$ cat src/rtl/stream_unit_initiator.sv
// Fills the stream unit's memory with seed+i, then streams address/operand pairs and
// checks every response against (seed+i) ^ (key+i). Payloads derive from registered state only.
module stream_unit_initiator #(
  parameter int ADDR_WIDTH = 8,
  parameter int DATA_WIDTH = 32,
  parameter int CNT_WIDTH  = ADDR_WIDTH + 1
) (
  input  logic                  clk,
  input  logic                  reset,
  input  logic                  start,
  input  logic [CNT_WIDTH-1:0]  cfg_count,
  input  logic [DATA_WIDTH-1:0] cfg_seed,
  input  logic [DATA_WIDTH-1:0] cfg_key,
  input  logic                  rsp_stall,
  output logic                  busy,
  output logic                  done,
  output logic [CNT_WIDTH-1:0]  err_count,
  output logic                  first_err_valid,
  output logic [ADDR_WIDTH-1:0] first_err_index,
  output logic                  mem_write_valid,
  output logic [ADDR_WIDTH-1:0] mem_write_address,
  output logic [DATA_WIDTH-1:0] mem_write_data,
  output logic                  cmd_a_valid,
  input  logic                  cmd_a_ready,
  output logic [ADDR_WIDTH-1:0] cmd_a_payload,
  output logic                  cmd_b_valid,
  input  logic                  cmd_b_ready,
  output logic [DATA_WIDTH-1:0] cmd_b_payload,
  input  logic                  rsp_valid,
  output logic                  rsp_ready,
  input  logic [DATA_WIDTH-1:0] rsp_payload
);
  typedef enum logic [1:0] {IDLE, FILL, RUN, DONE} state_t;

  localparam logic [CNT_WIDTH-1:0] CNT_ONE = CNT_WIDTH'(1);

  state_t                state_q, state_d;
  logic [CNT_WIDTH-1:0]  n_q, n_d;
  logic [CNT_WIDTH-1:0]  w_idx_q, w_idx_d;
  logic [CNT_WIDTH-1:0]  a_idx_q, a_idx_d;
  logic [CNT_WIDTH-1:0]  b_idx_q, b_idx_d;
  logic [CNT_WIDTH-1:0]  r_idx_q, r_idx_d;
  logic [DATA_WIDTH-1:0] seed_q, seed_d;
  logic [DATA_WIDTH-1:0] key_q, key_d;
  logic [CNT_WIDTH-1:0]  err_count_q, err_count_d;
  logic                  first_err_valid_q, first_err_valid_d;
  logic [ADDR_WIDTH-1:0] first_err_index_q, first_err_index_d;

  logic                  cmd_a_fire, cmd_b_fire, rsp_fire;
  logic [DATA_WIDTH-1:0] rsp_expected;

  function automatic logic [DATA_WIDTH-1:0] widen(input logic [CNT_WIDTH-1:0] v);
    return DATA_WIDTH'(v);
  endfunction

  assign busy              = (state_q == FILL) || (state_q == RUN);
  assign done              = (state_q == DONE);
  assign err_count         = err_count_q;
  assign first_err_valid   = first_err_valid_q;
  assign first_err_index   = first_err_index_q;
  assign mem_write_valid   = (state_q == FILL);
  assign mem_write_address = w_idx_q[ADDR_WIDTH-1:0];
  assign mem_write_data    = seed_q + widen(w_idx_q);
  assign cmd_a_valid       = (state_q == RUN) && (a_idx_q < n_q);
  assign cmd_a_payload     = a_idx_q[ADDR_WIDTH-1:0];
  assign cmd_b_valid       = (state_q == RUN) && (b_idx_q < n_q);
  assign cmd_b_payload     = key_q + widen(b_idx_q);
  // Ready is held low outside RUN so stray or surplus responses are never consumed.
  assign rsp_ready         = (state_q == RUN) && !rsp_stall;

  assign cmd_a_fire   = cmd_a_valid && cmd_a_ready;
  assign cmd_b_fire   = cmd_b_valid && cmd_b_ready;
  assign rsp_fire     = rsp_valid && rsp_ready;
  assign rsp_expected = (seed_q + widen(r_idx_q)) ^ (key_q + widen(r_idx_q));

  always_comb begin
    state_d           = state_q;
    n_d               = n_q;
    w_idx_d           = w_idx_q;
    a_idx_d           = a_idx_q;
    b_idx_d           = b_idx_q;
    r_idx_d           = r_idx_q;
    seed_d            = seed_q;
    key_d             = key_q;
    err_count_d       = err_count_q;
    first_err_valid_d = first_err_valid_q;
    first_err_index_d = first_err_index_q;
    case (state_q)
      IDLE: begin
        if (start) begin
          n_d               = cfg_count;
          seed_d            = cfg_seed;
          key_d             = cfg_key;
          err_count_d       = '0;
          first_err_valid_d = 1'b0;
          first_err_index_d = '0;
          w_idx_d           = '0;
          a_idx_d           = '0;
          b_idx_d           = '0;
          r_idx_d           = '0;
          state_d           = (cfg_count == '0) ? DONE : FILL;
        end
      end
      FILL: begin
        w_idx_d = w_idx_q + CNT_ONE;
        if (w_idx_q == n_q - CNT_ONE) state_d = RUN;
      end
      RUN: begin
        if (cmd_a_fire) a_idx_d = a_idx_q + CNT_ONE;
        if (cmd_b_fire) b_idx_d = b_idx_q + CNT_ONE;
        if (rsp_fire) begin
          if (rsp_payload != rsp_expected) begin
            err_count_d = err_count_q + CNT_ONE;
            if (!first_err_valid_q) begin
              first_err_valid_d = 1'b1;
              first_err_index_d = r_idx_q[ADDR_WIDTH-1:0];
            end
          end
          r_idx_d = r_idx_q + CNT_ONE;
          if (r_idx_q == n_q - CNT_ONE) state_d = DONE;
        end
      end
      DONE:    state_d = IDLE;
      default: state_d = IDLE;
    endcase
  end

  always_ff @(posedge clk or posedge reset) begin
    if (reset) begin
      state_q           <= IDLE;
      n_q               <= '0;
      w_idx_q           <= '0;
      a_idx_q           <= '0;
      b_idx_q           <= '0;
      r_idx_q           <= '0;
      seed_q            <= '0;
      key_q             <= '0;
      err_count_q       <= '0;
      first_err_valid_q <= 1'b0;
      first_err_index_q <= '0;
    end else begin
      state_q           <= state_d;
      n_q               <= n_d;
      w_idx_q           <= w_idx_d;
      a_idx_q           <= a_idx_d;
      b_idx_q           <= b_idx_d;
      r_idx_q           <= r_idx_d;
      seed_q            <= seed_d;
      key_q             <= key_d;
      err_count_q       <= err_count_d;
      first_err_valid_q <= first_err_valid_d;
      first_err_index_q <= first_err_index_d;
    end
  end
endmodule

$ cat config.mk
export PLATFORM = sky130hd
export DESIGN_NAME = stream_unit_initiator
export DESIGN_NICKNAME = d
export VERILOG_FILES = /design/src/rtl/stream_unit_initiator.sv
export SDC_FILE = /design/constraint.sdc
export NUM_CORES = 1
export LEC_CHECK = 0
export BUFFER_PORTS_ARGS = -buffer_cell sky130_fd_sc_hd__buf_2
export CORE_MARGIN = 1
export CORE_UTILIZATION = 45
export CTS_CLUSTER_DIAMETER = 30
export CTS_CLUSTER_SIZE = 12
export DETAILED_ROUTE_END_ITERATION = 16
export PLACE_DENSITY = 0.68
export RECOVER_POWER = 50
export SETUP_SLACK_MARGIN = 0.4
export SLEW_MARGIN = 10
export SYNTH_ARGS = -nofsm -noshare
export SYNTH_HDL_FRONTEND = slang
export SYNTH_SLANG_ARGS = --single-unit
$ cat constraint.sdc
create_clock -name clk -period 4.8 [get_ports clk]
set_input_delay 0.48 -clock clk [delete_from_list [all_inputs] [get_ports clk]]
set_output_delay 0.48 -clock clk [all_outputs]
set_load 0.05 [all_outputs]
Word level (Yosys, flattened, before mapping)
Cells that the tools add are included.
{"block": "totals", "reg_bits": 129, "in_bits": 112, "output_inout_bits": 104, "word_cells": 84}
{"block": "classes", "n_addsub": 10, "order_cmp": 2, "eq_ne": 14, "n_mux": 26, "bitwise": 1, "n_reduce_logical": 20}
{"operator": "adder 32 x 9 -> 32 bit", "n": 4}
{"operator": "case mux 9 bit (2 select lines)", "n": 5}
{"operator": "two-way mux 9 bit", "n": 6}
{"operator": "adder 9 x 1 -> 9 bit (second input constant)", "n": 5}
{"operator": "two-way mux 8 bit", "n": 4}
{"operator": "inequality test 32 bit", "n": 1}
{"operator": "bitwise XOR 32 bit", "n": 1}
{"operator": "== test 9 bit", "n": 2}
{"operator": "less-than comparator 9 bit", "n": 2}
{"operator": "case mux 8 bit (2 select lines)", "n": 1}
{"operator": "two-way mux 2 bit", "n": 5}
{"operator": "inequality test 2 bit (second input constant)", "n": 5}
{"operator": "logical NOT 9 bit", "n": 1}
{"operator": "AND reduction 3 bit", "n": 3}
{"operator": "subtractor 9 x 1 -> 9 bit (second input constant)", "n": 1}
{"operator": "case mux 2 bit (4 select lines)", "n": 1}
{"operator": "AND reduction 4 bit", "n": 2}
{"operator": "logical AND 1 bit", "n": 6}
{"operator": "inequality test 2 x 1 -> 1 bit (second input constant)", "n": 3}
{"operator": "AND reduction 5 bit", "n": 1}
{"operator": "== test 2 bit (second input constant)", "n": 2}
{"operator": "AND reduction 2 bit", "n": 2}
{"operator": "nonzero test 2 bit", "n": 2}
{"operator": "two-way mux 1 bit", "n": 3}
{"operator": "other kinds (5)", "n": 5}

Depth between registers and ports, before layout
Gate-level depths: netlist of run 1.
{"block": "logic_depth", "ltp_word": 6, "mapped_depth": 17}

Worst setup path before layout of run 1
OpenSTA, ideal clock, no wires.
{"block": "synth_path", "path_kind": "flip-flop to output port", "startpoint": "register b_idx_q[0]", "endpoint": "output cmd_b_payload[30]", "arrival_time_ns": 3.924, "path_slack_ns": 0.396, "stages_incl_launch_ff": 15, "path_buffers": 0, "cell_sequence": "dfrtp_1 > ha_1 > inv_1 > fa_1 > nor2b_1 > o21ai_0 > a21boi_0 > o21ai_0 > a21boi_0 > o21ai_0 > a21boi_0 > o21ai_1 > or2_2 > or4_1 > xnor2_1"}
{"block": "synth_between", "elab_chain_cells": 1}
{"item": "from (decl)", "line": "41", "text": "logic [CNT_WIDTH-1:0] b_idx_q, b_idx_d;"}
{"item": "from (signal assigned)", "line": "146", "text": "b_idx_q <= b_idx_d;"}
{"item": "adder 32 x 9 -> 32 bit", "line": "67", "text": "assign cmd_b_payload = key_q + widen(b_idx_q);"}
{"item": "to (decl)", "line": "28", "text": "output logic [DATA_WIDTH-1:0] cmd_b_payload,"}
Every way passes these cells.

Worst setup path after layout of run 1
{"block": "layout_path", "startpoint": "register key_q[0]", "endpoint": "output cmd_b_payload[30]"}
{"block": "layout_between", "elab_chain_cells": 1}
{"item": "from (decl)", "line": "44", "text": "logic [DATA_WIDTH-1:0] key_q, key_d;"}
{"item": "from (signal assigned)", "line": "149", "text": "key_q <= key_d;"}
{"item": "adder 32 x 9 -> 32 bit", "line": "67"}
Every way passes these cells.

==> results of run 1 <==
## metrics by stage
step	area, um2	total power, uW	setup slack, ns
2_1_floorplan	10350	6383	0.6179
3_3_place_gp	11550	7473	0.4418
3_5_place_dp	11550	7542	0.3658
4_1_cts	12210	8945	0.4084
5_1_grt	12250	9552	0.2966
6_report	12250	9008	0.5143
## worst register-to-register path, stage by stage, from the launching register on
cell and delay [ns]:
dfrtp_1 0.53, ha_1 0.43, a21oi_1 0.23, o21a_1 0.49, nand2_1 0.25, xnor2_1 0.20, a311o_1 0.32, a211o_1 0.26
or4_4 0.55, nor4_4 0.26, buf_4 0.17, nand2b_4 0.14, buf_12 0.16, o311ai_0 0.14
## Yosys cell counts, types with 3 or more instances
cell type	number	area share
a21oi_1	35	0.017
or2_2	5	0.0030
nand2b_1	13	0.0079
a21boi_0	7	0.0051
nor2_1	84	0.030
mux2_2	75	0.082
fa_1	4	0.0077
o21ai_1	7	0.0034
inv_1	50	0.018
o41ai_1	4	0.0034
nor3_1	27	0.013
o21a_1	5	0.0036
a21o_1	12	0.0087
clkbuf_1	36	0.013
mux2i_1	3	0.0029
or4_1	3	0.0022
ha_1	63	0.076
o211ai_1	11	0.0080
and4_1	4	0.0034
o21ai_0	53	0.026
xnor2_1	125	0.11
nand2_1	74	0.027
nand4_1	36	0.022
buf_2	7	0.0034
and2_1	4	0.0024
dfrtp_1	129	0.31
a31oi_1	6	0.0036
o211ai_2	7	0.0085
buf_4	16	0.012
a22o_1	3	0.0025
and3_1	19	0.011
xor2_1	84	0.071
nor2b_1	5	0.0030
nor4_1	11	0.0067
a211oi_1	6	0.0044
or3_1	7	0.0042
nand3_1	29	0.014
nand3b_1	19	0.014
## state kept, by name, indices dropped and copies added, names as in the netlist
register,cells
state_q,2
err_count,9
w_idx_q,9
r_idx_q,9
seed_q,32
a_idx_q,9
first_err_index,8
n_q,9
b_idx_q,9
first_err_valid,1
key_q,32
## how the worst max path moves through the flow
stage,end,slack [ns],startpoint,cells past startpoint
2_1_floorplan,mem_write_data[26],0.62,w_idx_q[0],15
3_3_place_gp,err_count[8],0.44,r_idx_q[0],15
3_5_place_dp,err_count[8],0.37,r_idx_q[0],15
4_1_cts,cmd_b_payload[30],0.41,key_q[0],15
5_1_grt,cmd_b_payload[30],0.30,key_q[0],15
6_report,cmd_b_payload[30],0.51,key_q[0],15
## per-layer routing
layer	vias up	track usage	part of all wire
met2	308	0.3855	0.45
met4	0	0.09857	0.025
met1	4342	0.3591	0.47
met5	-	0	0
met3	50	0.04538	0.055
li1	4315	-	-
## repair_timing
item / in CTS / in global routing
buffers inserted: 1 / 3
endpoints found under the setup margin: 17 / 32
resized for setup: 21 / 23
cloned: 0 / 1
pin swaps: 3 / 9
## area by class of cell
type	instances	area (um2)	area share
clock buffers	19	442.9	0.03617
multi-input cells	882	6681	0.5456
inverters	50	188.9	0.01543
clock inverters	13	151.4	0.01236
flip-flops and latches	129	3233	0.2640
well taps	285	356.6	0.02912
repair buffers	232	1191	0.09727
## power by group through the flow
stage                     Clock, uW  Sequential, uW  Combinational [uW]
after detailed placement          0            2200                5350
after floorplan                   0            1960                4420
after global placement            0            2170                5300
after global routing           1410            2270                5870
final                          1340            2200                5470
after CTS                      1350            2180                5410
## cells by family (layout without fill, tap and decap cells)
kind of cell	after synthesis	after routing	synth area share
AOI/OAI and AO/OA	178	178	0.1138
xor gates and xnor gates	210	210	0.1791
adders and majority gates	67	67	0.08394
buffers and inverters	115	314	0.05152
DFF	129	129	0.3120
muxes	78	78	0.08454
and+or+nand+nor	349	349	0.1750
==> results.cfg, run 1 <==
[critical_path]
crit_family = compound AO/OA/AOI/OAI gates
cp.arrival_ns = 3.81
crit_path_cell_trace = ha_1 -> inv_1 -> fa_1 -> nor2b_1 -> o21ai_1 -> a21boi_1 -> o21ai_1 -> a21boi_1 -> o21ai_2 -> a21boi_2 -> o21ai_2 -> or2_4 -> or4_4 -> xnor2_4 -> buf_6
critPathKind = register to primary output
r2r_start = r_idx_q[6]
rr_worst_depth = 13
cp-end-kind = primary output
crit_buf_inv = 2
r2r-end = err_count[8]
setup.worst_path.start_class = register
cp.required_ns = 4.32
max_stage_delay_ns = 0.53
rrSetupSlack_ns = 0.54
worstPathMaxFanout = 7
cp_slowest_cell = or4_4

[synthesis]
syn_area_mm2 = 0.01034
synthCells = 1126
syn_area_per_cell_um2 = 9.187
synthArstFlopShare = 1.000
synth.distinct_cells = 69
ys_ff_latch = 129
syn-num-nets = 1305
synth-edff-count = 0
seq_area_frac_synth = 0.3120
ys_warn_count = 0
ys.flop_type = dfrtp_1

[pwr]
power_frac_seq = 0.244
peakVddDrop_uv = 388.9
power_density_mw_per_mm2 = 735.6
combPwrFrac = 0.608
swShare = 0.5270
p_switching_uw = 4747
p_leak_uw = 0.005494
power_frac_clock = 0.149
intPower_uw = 4261

[sta]
setup_viol = 0
fin_crit_ns = 4.286
rsz0062_at_grt = yes
hold_ws_ns = 0.2741
hold_violations = 0
finClkSkew_ns = 0.01182
finalCritPeriodShare = 0.8929
drv_slew = 168
worst_pin_slew_ns = 2.468
max_freq_mhz = 233.3
tns_ns = 0
slew_headroom = -0.6547

[global_routing]
grt_pass1_wl_um = 46640
grt_max_degree = 76
first_global_vias = 8710
antenna_found_initial = 0
grt_overflow_total = 0
grt_usage = 0.2542

[run_status]
violations = max-capacitance violations, max-slew violations
status = complete, but fails checks

[layout]
final_cell_count_no_fill = 1610
nNetsFinal = 1491
fillers = 2112
layout_common_cells = 173 x buf_2, 125 x dfrtp_1, 124 x xnor2_1
drive_gt1_frac = 0.2596
antenna_cells = 0
final_common_cell = buf_2
syn2layout_area_growth_pct = 18.37
fin_util = 0.5425

[clock_tree]
cts.path.max_buffers = 2
tritoncts = yes
clk_pin_slew_worst_paths_ns = 0.06
htreeDepth = 4
worstSkewPairLatency_ns = 0.44
cts_sinks = 129
postCtsHoldBufs = 0
tritoncts.num_buffers = 17
clockRootBuffer = clkbuf_16

[floorplanning]
initial_utilization = 0.4583
num_rows = 55
die_x_um = 153.6
pin_count = 216
dieArea_mm2 = 0.02360
die_h_um = 153.6
placeableCoreArea_mm2 = 0.02257

[placement]
dp.cells = 1573
dp_hpwl_um = 22570
routabilityCongestion = 1.010
io_buffers = 215

[drt]
viasPerCell = 5.599
drt-initial-drc-count = 619
routed_wl_um = 29560
drc = 0
via_count = 9015
avgRoutedWirePerCell_um = 18.36
firstDrtPassIters = 5
ant_nets = 0

[hold_path]
min_path_type = input pin to register
min_to = seed_q[24]
hold_depth = 2
hp-start = cfg_seed[24]

[job]
max_cap_violations = 3
Note: power is estimated with default switching activity, not from simulation.
==> inputs of run 2 (changes only) <==
- BUFFER_PORTS_ARGS: -buffer_cell sky130_fd_sc_hd__buf_2 -> not set
- CTS_BUF_LIST: not set -> sky130_fd_sc_hd__clkbuf_8 sky130_fd_sc_hd__clkbuf_16
- CTS_CLUSTER_SIZE: 12 -> 8
- DONT_BUFFER_PORTS: not set -> 1
- PLACE_DENSITY: 0.68 -> not set
==> run 2 against run 1 <==
The run still ends with max-capacitance violations, max-slew violations left. Sequential share of layout area grew 1.3 points. Register-to-register slack improved by 0.08 ns. Worst setup slack got worse by 0.038 ns. Cell count decreased by 9.1%. Via count decreased by 7.1%. First-iteration DRC count down 13%. Clock skew is 0.0018 ns higher. Die area did not move. Clock-buffer cell count fell by 1. Largest cell class unchanged. Highest routed layer is now met5.
==> results.cfg, run 2 (same netlist as run 1, synthesis figures left out) <==
[placement]
dpl_cell_area_mm2 = 0.01099
routabilityCongestion = 0.9261
io_buffers = 0
dp.cells = 1422
dp_hpwl_um = 22040

[clock_tree]
htreeDepth = 4
clk_pin_slew_worst_paths_ns = 0.06
worstSkewPairLatency_ns = 0.43
cts.path.max_buffers = 2
clockRootBuffer = clkbuf_16
tritoncts = yes
tritoncts.num_buffers = 17
cts_sinks = 129

[hold_path]
hp-start = cfg_seed[25]
min_path_type = input pin to register

[global_routing]
grt_max_degree = 81
first_global_vias = 8123
antenna_found_initial = 4
grt_usage = 0.2481
grt_pass1_wl_um = 45380
grt_overflow_total = 0

[run_status]
status = complete, but fails checks
violations = max-capacitance violations, max-slew violations

[critical_path]
r2r_start = r_idx_q[6]
cp.arrival_ns = 3.84
max_stage_delay_ns = 0.64
cp-startpoint = w_idx_q[1]
setup.worst_path.start_class = register
cp-end-kind = primary output
crit_path_cell_trace = clkbuf_1 -> ha_1 -> a21o_1 -> a21oi_1 -> o21ai_0 -> a21oi_1 -> o21ai_0 -> a21oi_1 -> o21ai_0 -> a21oi_1 -> buf_4 -> nor2_1 -> xor2_1 -> buf_4
critPathKind = register to primary output
cp_common_cell = a21oi_1
worstPathMaxFanout = 12
cp.required_ns = 4.32
cp_slowest_cell = clkbuf_1

[drt]
avgRoutedWirePerCell_um = 19.87
via_count = 8374
drt-initial-drc-count = 541
drc = 0
ant_nets = 0
firstDrtPassIters = 5
viasPerCell = 5.720
routed_wl_um = 29100

[sta]
finalCritPeriodShare = 0.9008
slew_headroom = -0.5430
worst_pin_slew_ns = 2.302
rsz0062_at_grt = yes
tns_ns = 0
max_freq_mhz = 231.3
hold_ws_ns = 0.1944
fin_crit_ns = 4.324
drv_slew = 207
finClkSkew_ns = 0.01360
setup_viol = 0
hold_violations = 0

[layout]
nNetsFinal = 1343
fillers = 2133
syn2layout_area_growth_pct = 12.76
final_cell_count_no_fill = 1464
design_area_mm2 = 0.01166
top_regs = key_q (32), seed_q (32)
layout_common_cells = 127 x dfrtp_1, 124 x xnor2_1, 84 x nor2_1, 84 x xor2_1, 75 x mux2_2
drive_gt1_frac = 0.1920
final_common_cell = dfrtp_1

[pwr]
intPower_uw = 4201
p_switching_uw = 4682
peakVddDrop_uv = 512.7
power_frac_seq = 0.263
p_leak_uw = 0.005027
swShare = 0.5271
power_density_mw_per_mm2 = 761.5
combPwrFrac = 0.603
power_frac_clock = 0.134

[floorplanning]
die_x_um = 153.6
num_rows = 55
initial_utilization = 0.4583
die_h_um = 153.6
dieArea_mm2 = 0.02360
pin_count = 216
placeableCoreArea_mm2 = 0.02257

[job]
max_cap_violations = 3
==> run 2: changes by cell type in the layout (fill, tap and decap cells not counted), moves of 3 or more <==
cell | before | now
clkbuf_1 | 37 | 8
buf_4 | 15 | 70
clkinvlp_4 | 0 | 3
buf_2 | 173 | 0
clkbuf_4 | 4 | 0
==> run 2: worst max-delay path: cells and delay by family (launching register included) <==
kind            cells  cell delay, ns
xor+xnor            1            0.16
buf+inv             3            1.12
fa+ha+maj           1            0.36
simple gates        1            0.10
compound gates      8            1.32
flops               1            0.34
==> run 2: metrics by stage <==
step	total power, uW	utilization	setup slack [ns]
6_report	8883	0.5168	0.4762
5_1_grt	9399	0.5168	0.1791
4_1_cts	8817	0.5132	0.4034
3_5_place_dp	7574	0.4870	0.4062
3_3_place_gp	7518	0.4870	0.5031
2_1_floorplan	6383	-	0.6179
==> run 2: final timing paths <==
kind / to / depth (start not counted) / slack (ns)
setup / recovery: mem_write_data[11] / 14 / 0.48
hold / removal: seed_q[25] / 1 / 0.19
setup reg to reg: err_count[8] / 12 / 0.62
hold reg to reg: n_q[4] / 1 / 0.51
max in group asynchronous: b_idx_q[1] / 2 / 1.27
min in group asynchronous: seed_q[25] / 1 / 0.54
==> run 2: final cells by class <==
cell class	instances	area (um2)	share of cell area
antenna	2	5.005	0.0004290
clock buffer	18	439.2	0.03765
inverter	50	188.9	0.01620
clock inverter	14	93.84	0.008045
timing repair buffer	84	636.9	0.05460
tap	285	356.6	0.03057
sequential	129	3231	0.2770
multi-input combinational	882	6714	0.5756
==> run 2: power groups by stage <==
stage               Sequential (uW)  Clock (uW)  Combinational, uW
floorplan                      1960           0               4420
global placement               2320           0               5190
detailed placement             2340           0               5240
CTS                            2320        1210               5280
global route                   2400        1270               5730
finish                         2340        1190               5350
==> run 2: what timing repair did <==
action | in CTS | in global routing
pin swaps | 3 | 16
hold buffers | 0 | 0
endpoints found under the hold margin | 0 | 0
endpoints found under the setup margin | 10 | 28
gates resized for setup | 13 | 27
buffers inserted | 3 | 5
==> run 2: layer usage <==
metal | vias to the layer above | routed length [um] | track usage | share of wire
li1 | 4030 | - | - | -
met1 | 4023 | 13590 | 0.3504 | 0.47
met2 | 278 | 12810 | 0.3738 | 0.44
met3 | 41 | 2067 | 0.05665 | 0.071
met4 | 2 | 616 | 0.08048 | 0.021
met5 | - | 11 | 0 | 0.00038
==> inputs of run 3 (changes only) <==
- CORE_UTILIZATION: 45 -> 63
- PLACE_DENSITY: not set -> 0.79
==> run 3 against run 2 <==
The run still ends with max-capacitance violations, max-slew violations left. Flip-flop and latch count stayed put. Worst hold slack worse by 0.0033 ns. Clock-buffer cell count is 2 higher. Core utilization is 21 points higher. Register-to-register slack worse by 0.10 ns. Via count is 5.1% higher. Routed wire length is 1.6% lower. First-iteration DRC count is 15% higher. Largest power group unchanged. Highest routed layer is now met4.
==> results.cfg, run 3 (same netlist as run 1, synthesis figures left out) <==
[run_status]
status = complete, but fails checks
violations = max-capacitance violations, max-slew violations

[critical_path]
cp_slowest_cell = clkbuf_1
worstPathMaxFanout = 12
rr_worst_depth = 15
cp_common_cell = a21oi_1
cp.required_ns = 4.32
setup.worst_path.start_class = register
critPathKind = register to primary output
cp-end-kind = primary output
rrSetupSlack_ns = 0.52
r2r-end = err_count[8]
crit_path_cell_trace = clkbuf_1 -> ha_1 -> a21o_1 -> a21oi_1 -> o21ai_0 -> a21oi_1 -> o21ai_0 -> a21oi_1 -> o21ai_0 -> a21oi_1 -> buf_4 -> nor4_1 -> xor2_1 -> buf_4
r2r_start = r_idx_q[0]
max_stage_delay_ns = 0.62
cp.arrival_ns = 3.82

[layout]
syn2layout_area_growth_pct = 12.57
final_common_cell = dfrtp_1
fin_util = 0.7304
antenna_cells = 0
top_regs = key_q (32), seed_q (32)
design_area_mm2 = 0.01164
layout_common_cells = 125 x dfrtp_1, 124 x xnor2_1, 84 x nor2_1, 84 x xor2_1, 75 x mux2_2
fillers = 1228
drive_gt1_frac = 0.1905
nNetsFinal = 1343

[clock_tree]
clockRootBuffer = clkbuf_16
tritoncts = yes
htreeDepth = 4
clk_pin_slew_worst_paths_ns = 0.06
cts.path.max_buffers = 2
tritoncts.num_buffers = 17
worstSkewPairLatency_ns = 0.43
cts_sinks = 129

[drt]
routed_wl_um = 28620
drt-initial-drc-count = 620
viasPerCell = 6.322
avgRoutedWirePerCell_um = 20.56
firstDrtPassIters = 7
drc = 0
ant_nets = 0
via_count = 8800

[sta]
worst_pin_slew_ns = 1.972
fin_ws_ns = 0.5045
setup_viol = 0
slew_headroom = -0.3146
tns_ns = 0
rsz0062_at_grt = yes
finalCritPeriodShare = 0.8949
drv_slew = 76
finClkSkew_ns = 0.01047
fin_crit_ns = 4.295
hold_violations = 0
max_freq_mhz = 232.8

[pwr]
power_density_mw_per_mm2 = 777.3
p_leak_uw = 0.005072
p_total_uw = 9052
peakVddDrop_uv = 500.7

[floorplanning]
num_rows = 46
dieArea_mm2 = 0.01694
die_h_um = 130.1
pin_count = 216
placeableCoreArea_mm2 = 0.01594
die_x_um = 130.1
initial_utilization = 0.6489

[job]
max_cap_violations = 1

[global_routing]
grt_overflow_total = 0
grt_usage = 0.3396
first_global_vias = 8355
grt_max_degree = 76
antenna_found_initial = 0
grt_pass1_wl_um = 43690

[placement]
dp_hpwl_um = 21340
dpl_worst_slack_ns = 0.4114
routabilityCongestion = 0.9923
io_buffers = 0
dpl_cell_area_mm2 = 0.01082

[hold_path]
hold_depth = 1
hp-start = cfg_key[19]
min_to = key_q[19]
min_path_type = input pin to register
==> run 3: cell count changes in the layout (fill, tap and decap cells not counted), sizes merged <==
| cell | previous run | this run |
|---|---|---|
| bufinv | 0 | 3 |
| clkbuf | 28 | 29 |
| clkinv | 8 | 3 |
| diode | 2 | 0 |
| dlygate4sd3 | 0 | 1 |
| inv | 52 | 51 |
==> run 3: area by class of cell <==
cell class | count | area (um2) | share of cell area
clock buffers | 20 | 466.7 | 0.04008
clock inverters | 11 | 138.9 | 0.01193
inverters | 50 | 188.9 | 0.01622
multi-input cells | 882 | 6716 | 0.5768
flip-flops and latches | 129 | 3233 | 0.2776
well taps | 216 | 270.3 | 0.02321
repair buffers | 84 | 630.6 | 0.05415
==> run 3: layer usage <==
layer,vias up,GRT usage,part of all wire
met5,-,0,0
met1,4284,0.4537,0.41
met2,445,0.5397,0.47
met4,0,0.1053,0.021
li1,4021,-,-
met3,50,0.08692,0.099
==> run 3: critical path: cells and delay by family (launching register included) <==
| kind | cells | cell delay, ns |
|---|---|---|
| adders and majority gates | 1 | 0.36 |
| buffers and inverters | 3 | 1.08 |
| AOI/OAI and AO/OA | 8 | 1.33 |
| xor gates and xnor gates | 1 | 0.17 |
| DFF | 1 | 0.34 |
| and+or+nand+nor | 1 | 0.10 |
==> run 3: how the worst max path moves through the flow <==
stage | cells past startpoint | from | to | slack, ns
final | 14 | w_idx_q[1] | mem_write_data[21] | 0.50
after global routing | 14 | w_idx_q[1] | mem_write_data[27] | 0.23
after detailed placement | 15 | b_idx_q[0] | cmd_b_payload[30] | 0.41
after global placement | 15 | r_idx_q[0] | err_count[8] | 0.50
after CTS | 15 | key_q[0] | cmd_b_payload[30] | 0.38
after floorplan | 15 | w_idx_q[0] | mem_write_data[26] | 0.62
==> run 3: where the power goes <==
group	internal [uW]	leakage, uW	switching (uW)
sequential	1480	0.00162	867
combinational	2020	0.00315	3340
clock	849	0.000296	491
==> run 3: stage by stage <==
| stage | hold WS, ns | instances |
|---|---|---|
| 2_1_floorplan | 0.4794 | 1126 |
| 3_3_place_gp | 0.3572 | 1345 |
| 3_5_place_dp | 0.3548 | 1345 |
| 4_1_cts | 0.1833 | 1379 |
| 5_1_grt | 0.1848 | 1392 |
| 6_report | 0.1912 | 1392 |
==> run 3: timing repair <==
item	4_1_cts	5_1_grt
gates resized for setup	13	24
pin swaps	3	11
hold buffers	1	0
endpoints found under the hold margin	28	0
setup endpoints to repair	10	29
buffers inserted	2	13
